==> src/rtl/mss_fab_arbiter.sv <==
`timescale 1ns/1ps
// mss_fab_arbiter: round-robin scheduler that shares the MSS fabric AHB-Lite
// slave port between two single-word REQ/ACK requesters.
module mss_fab_arbiter (
  input  logic        HCLK,
  input  logic        HRESETn,
  // requester 0
  input  logic        REQ0,
  input  logic [31:0] ADDR0,
  input  logic        WRITE0,
  input  logic [1:0]  SIZE0,
  input  logic [31:0] WDATA0,
  output logic        ACK0,
  output logic        ERR0,
  output logic [31:0] RDATA0,
  // requester 1
  input  logic        REQ1,
  input  logic [31:0] ADDR1,
  input  logic        WRITE1,
  input  logic [1:0]  SIZE1,
  input  logic [31:0] WDATA1,
  output logic        ACK1,
  output logic        ERR1,
  output logic [31:0] RDATA1,
  output logic [1:0]  GNT,
  // AHB-Lite master side towards the MSS
  output logic        FABHSEL,
  output logic [1:0]  FABHTRANS,
  output logic [31:0] FABHADDR,
  output logic        FABHWRITE,
  output logic [1:0]  FABHSIZE,
  output logic [31:0] FABHWDATA,
  output logic        FABHMASTLOCK,
  output logic        FABHREADY,
  input  logic [31:0] FABHRDATA,
  input  logic        FABHREADYOUT,
  input  logic        FABHRESP
);

  typedef enum logic [1:0] {
    ST_IDLE = 2'd0,
    ST_ADDR = 2'd1,
    ST_DATA = 2'd2,
    ST_ERRR = 2'd3
  } state_t;

  localparam logic [1:0] HTRANS_IDLE   = 2'b00;
  localparam logic [1:0] HTRANS_NONSEQ = 2'b10;

  state_t      state, state_nxt;

  logic        last_grant;
  logic        owner;
  logic [31:0] addr_q;
  logic [31:0] wdata_q;
  logic        write_q;
  logic [1:0]  size_q;
  logic [1:0]  ack_q;
  logic [1:0]  err_q;
  logic [31:0] rdata0_q;
  logic [31:0] rdata1_q;

  logic        elig0, elig1;
  logic        win_valid;
  logic        winner;
  logic [31:0] win_addr;
  logic [31:0] win_wdata;
  logic        win_write;
  logic [1:0]  win_size;
  logic        win_bad;
  logic        take;
  logic        complete;

  // Arbitration: the ACK of the previous transfer masks its still-high REQ.
  always_comb begin
    // NOTE: every signal written here gets a default first, so no path can infer a latch.
    elig0     = REQ0 & ~ack_q[0];
    elig1     = REQ1 & ~ack_q[1];
    win_valid = elig0 | elig1;
    winner    = (elig0 & elig1) ? ~last_grant : elig1;
    win_addr  = winner ? ADDR1  : ADDR0;
    win_wdata = winner ? WDATA1 : WDATA0;
    win_write = winner ? WRITE1 : WRITE0;
    win_size  = winner ? SIZE1  : SIZE0;
    win_bad   = 1'b0;
    case (win_size)
      2'd0:    win_bad = 1'b0;
      2'd1:    win_bad = win_addr[0];
      2'd2:    win_bad = |win_addr[1:0];
      default: win_bad = 1'b1;
    endcase
  end

  assign take     = (state == ST_IDLE) && win_valid;
  assign complete = (state == ST_DATA) && FABHREADYOUT;

  always_comb begin
    state_nxt = state;
    case (state)
      ST_IDLE: if (win_valid) state_nxt = win_bad ? ST_ERRR : ST_ADDR;
      ST_ADDR: if (FABHREADYOUT) state_nxt = ST_DATA;
      ST_DATA: if (FABHREADYOUT) state_nxt = ST_IDLE;
      ST_ERRR: state_nxt = ST_IDLE;
      default: state_nxt = ST_IDLE;
    endcase
  end

  always_ff @(posedge HCLK or negedge HRESETn) begin
    // NOTE: sequential state uses non-blocking assignments so every flop sees pre-edge values.
    if (!HRESETn) state <= ST_IDLE;
    else          state <= state_nxt;
  end

  // Transaction capture; last_grant resets to 1 so requester 0 wins the first tie.
  always_ff @(posedge HCLK or negedge HRESETn) begin
    if (!HRESETn) begin
      last_grant <= 1'b1;
      owner      <= 1'b0;
      addr_q     <= '0;
      wdata_q    <= '0;
      write_q    <= 1'b0;
      size_q     <= '0;
    end else if (take) begin
      last_grant <= winner;
      owner      <= winner;
      addr_q     <= win_addr;
      wdata_q    <= win_wdata;
      write_q    <= win_write;
      size_q     <= win_size;
    end
  end

  // ACK/ERR are single-cycle pulses; an illegal request acks in the cycle after sampling.
  always_ff @(posedge HCLK or negedge HRESETn) begin
    if (!HRESETn) begin
      ack_q    <= '0;
      err_q    <= '0;
      rdata0_q <= '0;
      rdata1_q <= '0;
    end else begin
      ack_q <= '0;
      err_q <= '0;
      if (take && win_bad) begin
        ack_q[winner] <= 1'b1;
        err_q[winner] <= 1'b1;
      end
      if (complete) begin
        ack_q[owner] <= 1'b1;
        err_q[owner] <= FABHRESP;
        if (!write_q) begin
          if (owner) rdata1_q <= FABHRDATA;
          else       rdata0_q <= FABHRDATA;
        end
      end
    end
  end

  assign ACK0   = ack_q[0];
  assign ACK1   = ack_q[1];
  assign ERR0   = err_q[0];
  assign ERR1   = err_q[1];
  assign RDATA0 = rdata0_q;
  assign RDATA1 = rdata1_q;

  // Ownership is visible from the address phase (or error cycle) through the ACK cycle.
  assign GNT = ((state != ST_IDLE) || (|ack_q)) ? (owner ? 2'b10 : 2'b01) : 2'b00;

  assign FABHSEL      = (state == ST_ADDR);
  assign FABHTRANS    = (state == ST_ADDR) ? HTRANS_NONSEQ : HTRANS_IDLE;
  assign FABHADDR     = addr_q;
  assign FABHWRITE    = write_q;
  assign FABHSIZE     = size_q;
  assign FABHWDATA    = wdata_q;
  assign FABHMASTLOCK = 1'b0;
  assign FABHREADY    = FABHREADYOUT;

endmodule

==> config.mk <==
export PLATFORM = sky130hd
export DESIGN_NAME = mss_fab_arbiter
export DESIGN_NICKNAME = d
export VERILOG_FILES = /design/src/rtl/mss_fab_arbiter.sv
export SDC_FILE = /design/constraint.sdc
export NUM_CORES = 1
export LEC_CHECK = 0
export CELL_PAD_IN_SITES_DETAIL_PLACEMENT = 1
export CELL_PAD_IN_SITES_GLOBAL_PLACEMENT = 1
export CORE_MARGIN = 2
export CORE_UTILIZATION = 27
export DETAILED_ROUTE_END_ITERATION = 8
export GPL_TIMING_DRIVEN = 0
export HOLD_SLACK_MARGIN = 0.15
export PLACE_DENSITY_LB_ADDON = 0.05
export SYNTH_ARGS = -nofsm -noshare
export SYNTH_HDL_FRONTEND = slang
export SYNTH_SLANG_ARGS = --single-unit
==> constraint.sdc <==
create_clock -name HCLK -period 1.61 [get_ports HCLK]
set_input_delay 0.322 -clock HCLK [delete_from_list [all_inputs] [get_ports HCLK]]
set_output_delay 0.322 -clock HCLK [all_outputs]
set_load 0.05 [all_outputs]
# After elaboration in Yosys (flattened, before gate mapping)
# Index checks and enable logic that the tools add are counted.
# totals
word_cells	69
out_inout_bits	142
inputBits	172
reg_bits	139
# op_classes
reduce_logical	14
order_cmp	4
n_mux	22
n_eq_ne	8
bitwise_logic	10
# op_table
op	count
$mux W32	2
$mux W2	11
$reduce_and A3 Y1	3
$pmux W2 S4	1
$eq A2 B2 Y1 const B	3
$logic_and A1 B1 Y1	5
$not A1 Y1	5
$eq A2 B1 Y1 const B	2
$logic_not A2 Y1	2
$lt A1 B2 Y1 const B	2
$mux W1	4
$ne A2 B2 Y1 const B	2
$reduce_or A2 Y1	2
$and A1 B1 Y1	3
$pmux W1 S3	1
$bwmux W2	1
$demux W1 S1	2
$ge A1 B1 Y1 const B	2
$ne A2 B1 Y1 const B	1
$or A2 B2 Y2	1
$reduce_bool A2 Y1	1
$logic_or A1 B1 Y1	1
$or A1 B1 Y1	1

# Longest topological paths before layout
# logic_depth
depth_word	11
ltp_mapped	6
ltp_nobuf	4

# Worst setup path after synthesis
# No wires, ideal clock.
# synth_timing
kind	reg2out
from	reg ack_q[0]
to	out GNT[1]
required_time_ps	1288
t_arrival_ps	1489
n_path_buf	0
stages_incl_launch_ff	3
slack_ps	-201
cell_sequence	dfrtp_1 > nor4_1 > nor2b_1
# synth_between
elab_chain_len	3
# synth_lines
element	line	text
from (decl)	58	logic [1:0] ack_q;
from (signal assigned)	136	ack_q <= '0;
from (signal assigned)	141	ack_q <= '0;
from (signal, indexed assignment)	144	ack_q[winner] <= 1'b1;
$reduce_or A2 Y1	166	assign GNT = ((state != ST_IDLE) || (|ack_q)) ? (owner ? 2'b10 : 2'b01) : 2'b00;
$logic_or A1 B1 Y1	166	
$mux W2	166	
to (decl)	25	output logic [1:0] GNT,
# Every way passes these cells.

# Worst setup path after layout
# layout_timing
from	reg state[1]
to	reg rdata0_q[16], in the netlist RDATA0[16]
# layout_between
elab_chain_len	3
# layout_lines
element	line	text
from (decl)	50	state_t state, state_nxt;
from (signal assigned)	111	else state <= state_nxt;
$eq A2 B2 Y1	95	assign complete = (state == ST_DATA) && FABHREADYOUT;
$logic_and A1 B1 Y1	95	
$reduce_and A3 Y1 (no source line)	n/a	
to (signal assigned)	138	rdata0_q <= '0;
to (signal assigned)	152	else rdata0_q <= FABHRDATA;
to (decl)	60	logic [31:0] rdata0_q;
# Every way passes these cells.
# A chain may end at the register's enable or synchronous reset.

==> key figures <==
Flow run
  • Max capacitance violation total: 0

Critical path
  • Arrival time at the worst endpoint: 2060 ps
  • Sort of element at the start of the critical path: flip-flop
  • Required time of the critical path: between 1500 and 2000 ps
  • R2R cell count: 7
  • Reg-to-Reg Start: state[1]$_DFFE_PN0P_
  • FF-to-FF End: RDATA0[16]$_DFFE_PN0P_
  • FF-to-FF setup slack: -150 ps
  • Kind of end point of the critical path: flip-flop
  • Worst Path Class, Setup: reg2reg
  • Peak fanout along the critical path: 7

Floorplan
  • Horizontal die dimension: 152 um
  • Total Die Area: roughly 23,000 um2
  • Number of top-level design ports: 314
  • Core region area: 21,200 um2
  • Row count: 53
  • Vert. Die Dim: 152 um
  • Initial Util: 0.277

Timing
  • Slew at the pin with the worst max-slew slack: 689 ps
  • Max Transition Viols Final: 0
  • Count of final hold-check violations: 0
  • Share of the clock period used by the worst path after layout: 1.10
  • Setup violators final: 45
  • Worst Clk Skew: 13.9 ps
  • Max-Slew Margin vs Limit: 0.541
  • Hold WS: 449 ps
  • Achievable frequency: approximately 570 MHz
  • Final worst slack: -155 ps
  • Setup repair after global routing missed its margin: yes
  • Final min period: 1760 ps
  • Total negative slack for setup checks: -3330 ps

Cells and area
  • Most frequent cells in the layout: sky130_fd_sc_hd__clkdlybuf4s50_1, sky130_fd_sc_hd__dfrtp_1, sky130_fd_sc_hd__clkdlybuf4s15_2, sky130_fd_sc_hd__nand2_1, sky130_fd_sc_hd__mux2_4
  • Total number of nets in the final design: 1,011
  • Most common cell after layout, fill and taps aside: sky130_fd_sc_hd__clkdlybuf4s50_1
  • Area grow syn2layout: 87.5%
  • Fraction of layout cells with a size suffix above 1: 0.402
  • Core Util, Final: 0.519
  • Final Instance Count excl. Fillers: 1,127

Synth
  • #FFs+latches synth: 139
  • Gate count after technology mapping: roughly 480
  • Mapped Area: 5880 um2
  • Share of synthesized cell area in full adder, half adder and majority cells: 0
  • Dominant combinational cell family by area after synthesis: multiplexers
  • Basic-gate share of the synthesized area counting and, or, nand and nor cells: 0.0647
  • Number of enable flip-flop cells after synthesis: 0
  • Warning count from the yosys run: 0
  • Most instantiated flip-flop cell in the synthesis netlist: sky130_fd_sc_hd__dfrtp_1
  • Register area share after synthesis: 0.592
  • Top post-synthesis cells by area: sky130_fd_sc_hd__dfrtp_1, sky130_fd_sc_hd__mux2i_1, sky130_fd_sc_hd__mux2_1, sky130_fd_sc_hd__o21ai_0, sky130_fd_sc_hd__mux2_2
  • Synthesized area divided by synthesized cell count: 12.4 um2
  • Area leader, netlist: sky130_fd_sc_hd__dfrtp_1
  • Post-synthesis share of cell area spent on xor and xnor gates: 0
  • Area share of the largest cell type after synthesis: 0.587
  • Number of distinct library cells after synthesis: 30
  • Mux contribution to synthesized area: 0.238
  • Area fraction in compound gates after synthesis: 0.0696
  • Asr flop ratio synth: 1.00

Route
  • Detailed-route wire length: 22.6 mm
  • Number of violations reported at the end of detailed-routing iteration 0: 144
  • Total number of vias: 5,144
  • Post-route antenna net violation count: 0
  • Post-detailed-route DRC marker count: 0
  • Drt first pass iters: 4
  • Drt via density: 4.56
  • Wirelength per Cell: 20.1 um

Global routing
  • Initial antenna violation count: 1
  • Pin count of the biggest net entering global routing: 73
  • Vias in the first global route: around 5,800
  • First-pass GRT wire length: ~33 mm
  • GRT overflow: 0
  • Total routing usage reported by global routing: 0.190

Clock tree
  • Clock transition at the registers of the reported paths: about 60 ps
  • Clock tree sinks: 139
  • Clock Path Buffers: 2
  • Clock root buffer master: sky130_fd_sc_hd__clkbuf_16
  • H-tree lvl count: 4
  • Insertion delay of the later-clocked pin in the worst-skew pair: 420 ps
  • TritonCTS clock tree: done
  • Number of buffers added by the clock tree synthesis step: 17

Placed design
  • Weighted congestion reported at the end of routability-driven placement: 0.748
  • Number of instances in the placed design: 1,063
  • Port Buffer Count: 311
  • Estimated wirelength of the detail-placed design: 15.7 mm

Power
  • VDD IR-drop max: 1.04 mV
  • Leak Pwr: about 5 nW
  • Power per cell area: 2270 nW/um2
  • Total power: ~25 mW

Worst hold path
  • Worst Hold Endpoint: state[1]$_DFFE_PN0P_
  • Hold wc startpoint: FABHREADYOUT
  • Worst min-delay path class: in2reg
  • Worst hold path cell count: 3

Status
  • Outcome: finished, violations left
  • Violations in the final reports: setup timing
-- worst max-delay path, cell delays in order, from the launching register on --
cell and delay [ps]:
sky130_fd_sc_hd__dfrtp_2 430, sky130_fd_sc_hd__nand2_2 70, sky130_fd_sc_hd__or3_4 350, sky130_fd_sc_hd__nor2_4 110, sky130_fd_sc_hd__buf_12 160, sky130_fd_sc_hd__buf_12 120
sky130_fd_sc_hd__buf_16 110, sky130_fd_sc_hd__mux2_4 290
-- sequential cells by signal, indices dropped and copies added, names as in the netlist --
register    count
FABHADDR       32
RDATA1         32
RDATA0         32
FABHWDATA      32
FABHSIZE        2
FABHWRITE       1
last_grant      1
state           2
err_q           2
owner           1
ack_q           2
-- cells in the mapped netlist, types with 2 or more instances --
cell,instances
sky130_fd_sc_hd__a21oi_1,3
sky130_fd_sc_hd__buf_2,11
sky130_fd_sc_hd__buf_4,10
sky130_fd_sc_hd__buf_6,3
sky130_fd_sc_hd__clkbuf_1,9
sky130_fd_sc_hd__dfrtp_1,138
sky130_fd_sc_hd__inv_1,2
sky130_fd_sc_hd__mux2_1,37
sky130_fd_sc_hd__mux2_2,27
sky130_fd_sc_hd__mux2i_1,68
sky130_fd_sc_hd__nand2_1,72
sky130_fd_sc_hd__nor2_1,4
sky130_fd_sc_hd__nor2b_1,2
sky130_fd_sc_hd__nor3_1,2
sky130_fd_sc_hd__o21ai_0,71
sky130_fd_sc_hd__o21ai_2,2
-- how the worst max path moves through the flow --
stage,cells after the start,to,start,slack (ps)
5_1_grt,3,GNT[0],state[0]$_DFFE_PN0P_,-210
3_3_place_gp,1,ack_q[1]$_DFF_PN0_,HRESETn,-5910
6_report,7,RDATA0[16]$_DFFE_PN0P_,state[1]$_DFFE_PN0P_,-150
2_1_floorplan,5,ack_q[1]$_DFF_PN0_,ack_q[1]$_DFF_PN0_,-10
4_1_cts,5,FABHTRANS[1],state[0]$_DFFE_PN0P_,-180
3_5_place_dp,6,RDATA0[25]$_DFFE_PN0P_,FABHREADYOUT,-750
-- layout make-up --
type | count | area (um2)
clock inverters | 13 | 168
fillers | 2189 | 10200
clock buffers | 18 | 429
multi-input cells | 302 | 2690
inverters | 2 | 7.51
repair buffers | 345 | 3520
diodes | 1 | 2.50
plain buffers | 32 | 372
flip-flops and latches | 139 | 3480
well taps | 275 | 344
-- report_power, final --
group / switching [mW] / internal, mW
Combinational: 9.46 / 5.28
Clock: 1.56 / 2.45
Sequential: 1.07 / 5.22
-- repair_timing --
action,4_1_cts,5_1_grt
resized for setup,529,124
hold buffers,1,0
endpoints found under the hold margin,66,0
pin swaps,3,7
gates cloned,6,5
setup endpoints to repair,275,189
setup buffers,16,8
-- cell families (layout without fill, tap and decap cells) --
family | Yosys count | count (layout)
AOI/OAI and AO/OA | 79 | 79
buffers and inverters | 35 | 410
DFF | 139 | 139
muxes | 132 | 132
other | 1 | 3
and+or+nand+nor | 89 | 89
-- per-layer routing --
metal	GRT usage	up-vias	share of wire
met2	0.338	193	0.52
met4	0.0495	0	0.0099
li1	-	2374	-
met5	0	-	0
met3	0.0707	15	0.081
met1	0.214	2562	0.38
-- through the flow --
| stage | worst slack, ps | area, um2 |
|---|---|---|
| 2_1_floorplan | -12.4 | 5890 |
| 3_3_place_gp | -5910 | 9350 |
| 3_5_place_dp | -754 | 9380 |
| 4_1_cts | -175 | 10900 |
| 5_1_grt | -213 | 11000 |
| 6_report | -155 | 11000 |
No activity file was read; power rests on OpenSTA's default activity.
